--- src/rtl/debug_loader.sv ---
// debug_loader: assembles MSB-first instructions from UART bytes into instruction memory,
// then drives the pipeline's valid in run or single-step mode. Optional macro: LOADER_CHECKSUM_EN.
module debug_loader #(
  parameter int                   NB_DATA            = 8,
  parameter int                   NB_INSTR           = 32,
  parameter int                   N_ADDR             = 32,
  parameter int                   LOG2_N_INSMEM_ADDR = 5,
  parameter logic [NB_INSTR-1:0]  HALT_WORD          = 32'hFFFFFFFF
) (
  input  logic                          i_clock,
  input  logic                          i_reset,
  input  logic [NB_DATA-1:0]            i_rx_data,
  input  logic                          i_rx_valid,
  input  logic                          i_pipe_halt,
  output logic                          o_imem_wr_en,
  output logic [LOG2_N_INSMEM_ADDR-1:0] o_imem_addr,
  output logic [NB_INSTR-1:0]           o_imem_data,
  output logic                          o_pipe_valid,
  output logic                          o_pipe_reset,
  output logic [2:0]                    o_state,
  output logic                          o_error
);

  localparam int NBYTES  = NB_INSTR / NB_DATA;
  localparam int NB_BCNT = (NBYTES > 1) ? $clog2(NBYTES) : 1;
  localparam int NB_PART = NB_INSTR - NB_DATA;

  localparam logic [NB_DATA-1:0] CMD_L = NB_DATA'(8'h4C);
  localparam logic [NB_DATA-1:0] CMD_R = NB_DATA'(8'h52);
  localparam logic [NB_DATA-1:0] CMD_S = NB_DATA'(8'h53);
  localparam logic [NB_DATA-1:0] CMD_P = NB_DATA'(8'h50);

  localparam logic [LOG2_N_INSMEM_ADDR-1:0] LAST_ADDR = LOG2_N_INSMEM_ADDR'(N_ADDR - 1);
  localparam logic [NB_BCNT-1:0]            LAST_BYTE = NB_BCNT'(NBYTES - 1);

  typedef enum logic [2:0] {
    IDLE  = 3'd0,
    LOAD  = 3'd1,
    READY = 3'd2,
    RUN   = 3'd3,
    STEP  = 3'd4,
    DONE  = 3'd5,
    ERROR = 3'd6,
    CHECK = 3'd7
  } state_t;

  state_t                          state_q, state_d;
  logic [NB_PART-1:0]              word_q, word_d;
  logic [NB_INSTR-1:0]             full_word;
  logic [NB_BCNT-1:0]              bcnt_q, bcnt_d;
  logic [LOG2_N_INSMEM_ADDR-1:0]   addr_q, addr_d;
  logic                            wr_en_q, wr_en_d;
  logic [LOG2_N_INSMEM_ADDR-1:0]   waddr_q, waddr_d;
  logic [NB_INSTR-1:0]             wdata_q, wdata_d;
  logic                            valid_q, valid_d;
  logic                            preset_q, preset_d;
  logic                            err_q, err_d;
  logic                            load_entry;
  logic                            is_l, is_r, is_s, is_p;

  assign is_l = i_rx_valid && (i_rx_data == CMD_L);
  assign is_r = i_rx_valid && (i_rx_data == CMD_R);
  assign is_s = i_rx_valid && (i_rx_data == CMD_S);
  assign is_p = i_rx_valid && (i_rx_data == CMD_P);

  assign full_word  = {word_q, i_rx_data};
  assign load_entry = (state_d == LOAD) && (state_q != LOAD);

`ifdef LOADER_CHECKSUM_EN
  logic [NB_DATA-1:0] xor_q, xor_d;
  localparam state_t POST_LOAD = CHECK;
`else
  localparam state_t POST_LOAD = READY;
`endif

  // State register plus all registered outputs
  always_ff @(posedge i_clock or negedge i_reset) begin
    if (!i_reset) begin
      state_q  <= IDLE;
      word_q   <= '0;
      bcnt_q   <= '0;
      addr_q   <= '0;
      wr_en_q  <= 1'b0;
      waddr_q  <= '0;
      wdata_q  <= '0;
      valid_q  <= 1'b0;
      preset_q <= 1'b1;
      err_q    <= 1'b0;
    end else begin
      state_q  <= state_d;
      word_q   <= word_d;
      bcnt_q   <= bcnt_d;
      addr_q   <= addr_d;
      wr_en_q  <= wr_en_d;
      waddr_q  <= waddr_d;
      wdata_q  <= wdata_d;
      valid_q  <= valid_d;
      preset_q <= preset_d;
      err_q    <= err_d;
    end
  end

  // Next state; halt outranks any byte arriving in the same cycle
  always_comb begin
    state_d = state_q;
    unique case (state_q)
      IDLE:  if (is_l) state_d = LOAD;
      LOAD: begin
        // Decided on the write-strobe cycle so the move lands the cycle after the write
        if (wr_en_q) begin
          if (wdata_q == HALT_WORD)      state_d = POST_LOAD;
          else if (waddr_q == LAST_ADDR) state_d = ERROR;
        end
      end
      READY: begin
        if (is_r)      state_d = RUN;
        else if (is_s) state_d = STEP;
        else if (is_l) state_d = LOAD;
      end
      RUN: begin
        if (i_pipe_halt) state_d = DONE;
        else if (is_p)   state_d = READY;
      end
      STEP: begin
        if (i_pipe_halt) state_d = DONE;
        else if (is_r)   state_d = RUN;
        else if (is_p)   state_d = READY;
      end
      DONE:  if (is_l) state_d = LOAD;
      ERROR: if (is_l) state_d = LOAD;
`ifdef LOADER_CHECKSUM_EN
      CHECK: if (i_rx_valid) state_d = (i_rx_data == xor_q) ? READY : ERROR;
`endif
      default: state_d = IDLE;
    endcase
  end

  // Output / datapath next values
  always_comb begin
    word_d  = word_q;
    bcnt_d  = bcnt_q;
    addr_d  = addr_q;
    wr_en_d = 1'b0;
    waddr_d = waddr_q;
    wdata_d = wdata_q;
    if (load_entry) begin
      word_d = '0;
      bcnt_d = '0;
      addr_d = '0;
    end else if (state_q == LOAD && i_rx_valid) begin
      word_d = full_word[NB_PART-1:0];
      if (bcnt_q == LAST_BYTE) begin
        bcnt_d  = '0;
        wr_en_d = 1'b1;
        waddr_d = addr_q;
        wdata_d = full_word;
        // Hold at the last slot; a non-halt write there ends in ERROR anyway
        if (addr_q != LAST_ADDR) addr_d = addr_q + LOG2_N_INSMEM_ADDR'(1);
      end else begin
        bcnt_d = bcnt_q + NB_BCNT'(1);
      end
    end
    valid_d  = (state_d == RUN) || ((state_d == STEP) && is_s);
    preset_d = (state_d == IDLE) || (state_d == LOAD) || (state_d == ERROR) || (state_d == CHECK);
    err_d    = (state_d == ERROR);
  end

`ifdef LOADER_CHECKSUM_EN
  always_comb begin
    xor_d = xor_q;
    if (load_entry)                         xor_d = '0;
    else if (state_q == LOAD && i_rx_valid) xor_d = xor_q ^ i_rx_data;
  end

  always_ff @(posedge i_clock or negedge i_reset) begin
    if (!i_reset) xor_q <= '0;
    else          xor_q <= xor_d;
  end
`endif

  assign o_imem_wr_en = wr_en_q;
  assign o_imem_addr  = waddr_q;
  assign o_imem_data  = wdata_q;
  assign o_pipe_valid = valid_q;
  assign o_pipe_reset = preset_q;
  assign o_state      = state_q;
  assign o_error      = err_q;

endmodule

--- config.mk ---
export PLATFORM = sky130hd
export DESIGN_NAME = debug_loader
export DESIGN_NICKNAME = d
export VERILOG_FILES = /design/src/rtl/debug_loader.sv
export SDC_FILE = /design/constraint.sdc
export NUM_CORES = 1
export LEC_CHECK = 0
export ABC_AREA = 1
export ABC_CLOCK_PERIOD_IN_PS = 3200
export CORE_AREA = 3 3 83 85
export DETAILED_ROUTE_END_ITERATION = 7
export DIE_AREA = 0 0 86 88
export MAX_ROUTING_LAYER = met4
export PLACE_DENSITY_LB_ADDON = 0.12
export SYNTH_ARGS = -nofsm -noshare
export SYNTH_HDL_FRONTEND = slang
export SYNTH_SLANG_ARGS = --single-unit
export TNS_END_PERCENT = 20
--- constraint.sdc ---
create_clock -name i_clock -period 3.2 [get_ports i_clock]
set_input_delay 0.96 -clock i_clock [delete_from_list [all_inputs] [get_ports i_clock]]
set_output_delay 0.96 -clock i_clock [all_outputs]
set_load 0.02 [all_outputs]
-- Yosys cells after proc, flatten, opt, wreduce, memory -nomap -nowiden
Cells that the tools add are included.
- add/sub/neg operators: 2
- equal/unequal tests: 20
- muxes and demuxes: 23
- bitwise gates (word level): 1
- reductions and logical operators: 19
- operator list (kind ; number):
    2-to-1 mux 24 bit ; 2
    equality test 32 bit (second input constant) ; 1
    equality test 8 x 7 -> 1 bit (second input constant) ; 4
    2-to-1 mux 3 bit ; 10
    2-to-1 mux 5 bit ; 4
    equality test 3 bit (second input constant) ; 6
    one-hot mux 3 bit (5 select lines) ; 1
    equality test 3 x 2 -> 1 bit (second input constant) ; 3
    logical AND 1 bit ; 7
    equality test 3 x 1 -> 1 bit (second input constant) ; 2
    zero test 3 bit ; 2
    2-to-1 mux 2 bit ; 3
    AND reduction 3 bit ; 2
    nonzero test 2 bit ; 3
    adder 5 x 1 -> 5 bit (second input constant) ; 1
    equality test 5 bit (second input constant) ; 1
    != test 5 bit (second input constant) ; 1
    logical OR 1 bit ; 4
    2-to-1 mux 1 bit ; 3
    != test 3 x 1 -> 1 bit (second input constant) ; 1
    OR reduction 3 bit ; 1
    adder 2 x 1 -> 2 bit (second input constant) ; 1
    equality test 2 bit (second input constant) ; 1
    inverter 1 bit ; 1
- flip-flop bits (word level): 75
- input port bits: 12
- output and inout port bits: 44
- word-level logic and storage cells: 75

-- Depth between registers and ports, before layout
Gate-level depths: netlist of the first run.
- word-level depth: 10
- gate-level depth with buffers: 15
- depth with buffers taken out: 14

-- Least setup slack after synthesis of the first run
OpenSTA, ideal clock, no wires.
- path kind: in2reg
- start: input i_rx_data[7]
- end: register bcnt_q[0]
- setup time: 112 ps
- arrival: 2085 ps
- data required time: 3088 ps
- slack: 1003 ps
- cell stages on the path: 15
- path buffers: 1
- cells stage by stage: inv_1 nand2_1 nor2_1 nand2_1 nand2_1 nand2_1 nand2_1 nand2_1 nand2_1 inv_2 nor2_4 nand3_4 buf_6 nand2_1 inv_2
- longest elaborated chain between the ends: 9
- RTL lines (what ; RTL line ; RTL):
    start, declared ; 12 ; input logic [NB_DATA-1:0] i_rx_data,
    equality test 8 x 7 -> 1 bit (on tied branches) ; 64, 61 ;
    logical AND 1 bit (on tied branches) ; 64, 61 ;
    2-to-1 mux 3 bit (on tied branches) ; - ;
    2-to-1 mux 3 bit (on tied branches) ; 126, 117 ;
    2-to-1 mux 3 bit (on tied branches) ; 125, 116 ;
    one-hot mux 3 bit (5 select lines) * ; 106 ; unique case (state_q)
    equality test 3 x 1 -> 1 bit * ; 67 ; assign load_entry = (state_d == LOAD) && (state_q != LOAD);
    logical AND 1 bit * ; 67 ;
    2-to-1 mux 2 bit / nonzero test 2 bit (equally long branches) ; - ;
    end signal, assigned ; 92 ; bcnt_q <= bcnt_d;
    end, declared ; 50 ; logic [NB_BCNT-1:0] bcnt_q, bcnt_d;
Mark *: on every way between the ends. The rest lies on a longest branch, timed or not.
A chain may end at the register's enable or synchronous reset.

-- Final worst setup path of the first run
- start: input i_rx_data[5]
- end: register addr_q[1]
- longest elaborated chain between the ends: 10
- RTL lines (what ; RTL line ; RTL):
    equality test 8 x 7 -> 1 bit (on tied branches) ; 64, 61 ;
    logical AND 1 bit (on tied branches) ; 64, 61 ;
    2-to-1 mux 3 bit (on tied branches) ; - ;
    2-to-1 mux 3 bit (on tied branches) ; 126, 117 ;
    2-to-1 mux 3 bit (on tied branches) ; 125, 116 ;
    one-hot mux 3 bit (5 select lines) * ; 106 ;
    equality test 3 x 1 -> 1 bit * ; 67 ;
    logical AND 1 bit * ; 67 ;
    nonzero test 2 bit (no line) ; - ;
    AND reduction 3 bit (no line) ; - ;
    end signal, assigned ; 93 ; addr_q <= addr_d;
    end, declared ; 51 ; logic [LOG2_N_INSMEM_ADDR-1:0] addr_q, addr_d;
Marked as above.

==> flow_summary.json, run 1 <==
{
  "clkPwrFrac_pct": 19.4,
  "r2r_start": "o_state[1]$_DFF_PN0_",
  "seq_power_share_pct": 42.0,
  "cts_buffer_depth": 2,
  "endpoint_kind": "flop",
  "grt_max_degree": 76,
  "cts_root_buffer": "clkbuf_8",
  "worst_pin_slew_ps": 395,
  "grt_pass1_wl_um": 13300,
  "yosysUniqueCellTypes": 26,
  "drive_above_1_share_pct": 7.81,
  "num_io_pins": 56,
  "maxCapViolations": 0,
  "clock_skew_ps": 9.62,
  "cts_inserted_buffers": 9,
  "firstDrtPassIters": 4,
  "p_int_mw": 2.28,
  "die_height_um": 88,
  "rrSetupSlack_ps": 1180,
  "drt_iter0_markers": 237,
  "hold_depth": 2,
  "antenna_found_initial": 0,
  "period_share_pct": 85.4,
  "cts_tree": "yes",
  "ys_top_cells_by_area": "dfrtp_1 52%, nand2_1 18%, inv_1 7.0%, o21ai_0 6.1%, nor2_1 2.9%",
  "gr-total-overflow": 0,
  "dieArea_um2": 7570,
  "preCtsSetupSlack_ps": 144,
  "p_leak_nw": 2.30,
  "start_util_pct": 57.2,
  "via_per_inst": 4.99,
  "grtUsageTotal_pct": 23.3,
  "post-synth-top-count-cell": "nand2_1",
  "powerDensity_nw_per_um2": 845,
  "path_class": "in -> reg",
  "port_buffers": 55,
  "ant_nets": 0,
  "maxSlewHeadroom_pct": 73.6,
  "ys_seq_area_share_pct": 52.3,
  "worstPathRequired_ps": 3440,
  "cts_hold_buf": 0,
  "netlist_area_um2": 3590,
  "hold_viol": 0,
  "clock.fmax_ghz": 0.366,
  "yosys_warnings": 0,
  "ir_worst_vdd_uv": 619,
  "fill_cells": 518,
  "synth.largest_area_cell": "dfrtp_1",
  "core_area_um2": 6280,
  "clk_latency_ps": 350,
  "rows": 29,
  "cts_setup_buffers": 0,
  "async_flop_share_pct": 100,
  "rsz0062_at_grt": "no",
  "slew_violations": 0,
  "reg2reg_depth": 10,
  "synthToLayoutAreaGrowth_pct": 22.3,
  "syn_nets": 481,
  "holdCritPathClass": "reg -> reg",
  "tns_ps": 0,
  "cp-start-kind": "input port",
  "h-tree-depth": 3,
  "net-switching-power_mw": 1.44,
  "diodes": 0,
  "period_needed_ps": 2730,
  "power_mw": 3.71,
  "avgSynthCellArea_um2": 7.70,
  "vias": 3006,
  "drc": 0,
  "dpl.hpwl_um": 5520,
  "grt_pass1_vias": 2808,
  "cts_resized": 0,
  "nets": 536,
  "setup_viol": 0,
  "synth_commonest_cells": "172 x nand2_1, 74 x dfrtp_1, 67 x inv_1, 44 x o21ai_0, 28 x nor2_1",
  "cp-startpoint": "i_rx_data[5]",
  "worstHoldStart": "word_q[23]$_DFFE_PN0P_",
  "synth_top_area_share_pct": 51.6,
  "power_switching_share_pct": 38.7,
  "ys_ff_latch": 75,
  "holdWs_ps": 487,
  "fin_util_pct": 70.0,
  "p_comb_share_pct": 38.6,
  "min_to": "o_imem_data[31]$_DFFE_PN0P_",
  "wirelength_um": 7740,
  "reg2reg_to": "addr_q[2]$_DFFE_PN0P_",
  "crit_fanout": 31,
  "die_x_um": 86,
  "routedWlPerCell_um": 12.9,
  "synthCells": 466,
  "fin_ws_ps": 468,
  "cp.arrival_ps": 2970,
  "place.gp.congestion": 0.912,
  "synth_ff_type": "dfrtp_1",
  "synth-edff-count": 0,
  "status": "complete, no violations",
  "cts_sinks": 75,
  "clk_pin_slew_ps": 80
}
critical path, cell delays in order:
cell and delay, ps:
clkdlybuf4s50_1 460, inv_1 120, nand2_1 70, nor2_1 180, nand2_1 100, nand2_1 60, nand2_1 60, nand2_1 50
nand2_1 50, nand2_1 90, inv_2 50, nor2_4 140, nand3_4 300, nand2_1 210, inv_2 40
placed cells by master (no fill, tap or decap), types with 2 or more instances in the layout:
cell type,count
buf_12,2
buf_4,2
clkbuf_8,10
clkdlybuf4s50_1,54
clkinv_1,3
clkinv_2,3
dfrtp_1,74
ha_1,3
inv_1,67
inv_2,13
nand2_1,172
nand3_1,13
nand4_1,3
nor2_1,28
nor2_4,2
nor3_1,2
nor3_2,2
o21ai_0,44
o21ai_1,14
xor2_1,3
metal layers:
layer / share of wire (%) / track usage, % / routed length (um)
met1: 47 / 30.9 / 3620
met2: 47 / 35.4 / 3650
met3: 5.2 / 4.14 / 404
met4: 0.92 / 9.64 / 71
met5: 0 / - / 0
registers in the layout (all words and copies together), names as in the netlist:
signal and cells:
addr_q 5, bcnt_q 2, o_error 1, o_imem_addr 5, o_imem_data 32, o_imem_wr_en 1, o_pipe_reset 1, o_pipe_valid 1
o_state 3, word_q 24
area by class of cell:
cell class | instances | area [um^2] | area share, %
clock inverters | 5 | 53.8 | 1.23
well taps | 77 | 96.3 | 2.19
repair buffers | 59 | 601 | 13.7
flip-flops and latches | 75 | 1880 | 42.8
multi-input cells | 293 | 1310 | 29.9
inverters | 83 | 312 | 7.09
clock buffers | 10 | 138 | 3.13
power by group through the flow:
stage,sequential [mW],combinational [mW],clock (mW)
finish,1.56,1.43,0.722
detailed placement,1.57,1.44,0
CTS,1.56,1.45,0.740
global placement,1.56,1.40,0
global route,1.61,1.60,0.785
floorplan,1.76,0.640,0
cells by family (layout without fill, tap and decap cells):
kind of cell | after synthesis | in the layout | share of synthesized area [%]
AND/OR/NAND/NOR | 226 | 226 | 26.1
buffers and inverters | 98 | 157 | 11.1
AO/OA/AOI/OAI | 60 | 60 | 8.43
flip-flops | 75 | 75 | 52.3
XOR/XNOR | 4 | 4 | 0.976
adder cells (fa/ha/maj) | 3 | 3 | 1.05
stage by stage:
| stage | area [um^2] | std cells |
|---|---|---|
| 2_1_floorplan | 3590 | 466 |
| 3_3_place_gp | 4200 | 587 |
| 3_5_place_dp | 4200 | 587 |
| 4_1_cts | 4390 | 602 |
| 5_1_grt | 4390 | 602 |
| 6_report | 4390 | 602 |
worst max-delay path by stage:
stage / end / cells after the start / slack [ps]
3_5_place_dp: bcnt_q[1]$_DFFE_PN0P_ / 14 / 140
3_3_place_gp: addr_q[3]$_DFFE_PN0P_ / 14 / 190
6_report: addr_q[1]$_DFFE_PN0P_ / 15 / 470
4_1_cts: addr_q[1]$_DFFE_PN0P_ / 15 / 470
2_1_floorplan: bcnt_q[0]$_DFFE_PN0P_ / 15 / 1000
5_1_grt: addr_q[1]$_DFFE_PN0P_ / 14 / 240
(Power assumes the default switching activity.)
==> inputs of run 2 (changes only) <==
CAP_MARGIN = 20   (was unset)
==> results of run 2 <==
Same layout as run 1: the final DEF is identical, and so are final timing and power.
==> inputs of run 3 (changes only) <==
--- a/constraint.sdc
+++ b/constraint.sdc
@@ -3,2 +3,2 @@
 set_output_delay 0.96 -clock i_clock [all_outputs]
-set_load 0.02 [all_outputs]
+set_load 0.005 [all_outputs]
==> results of run 3 <==
Same layout as run 1 (identical final DEF). Status: complete, no violations.
Main changes from that run: total power 3.71 mW -> 3.48 mW; worst IR drop on VDD 619 uV -> 616 uV
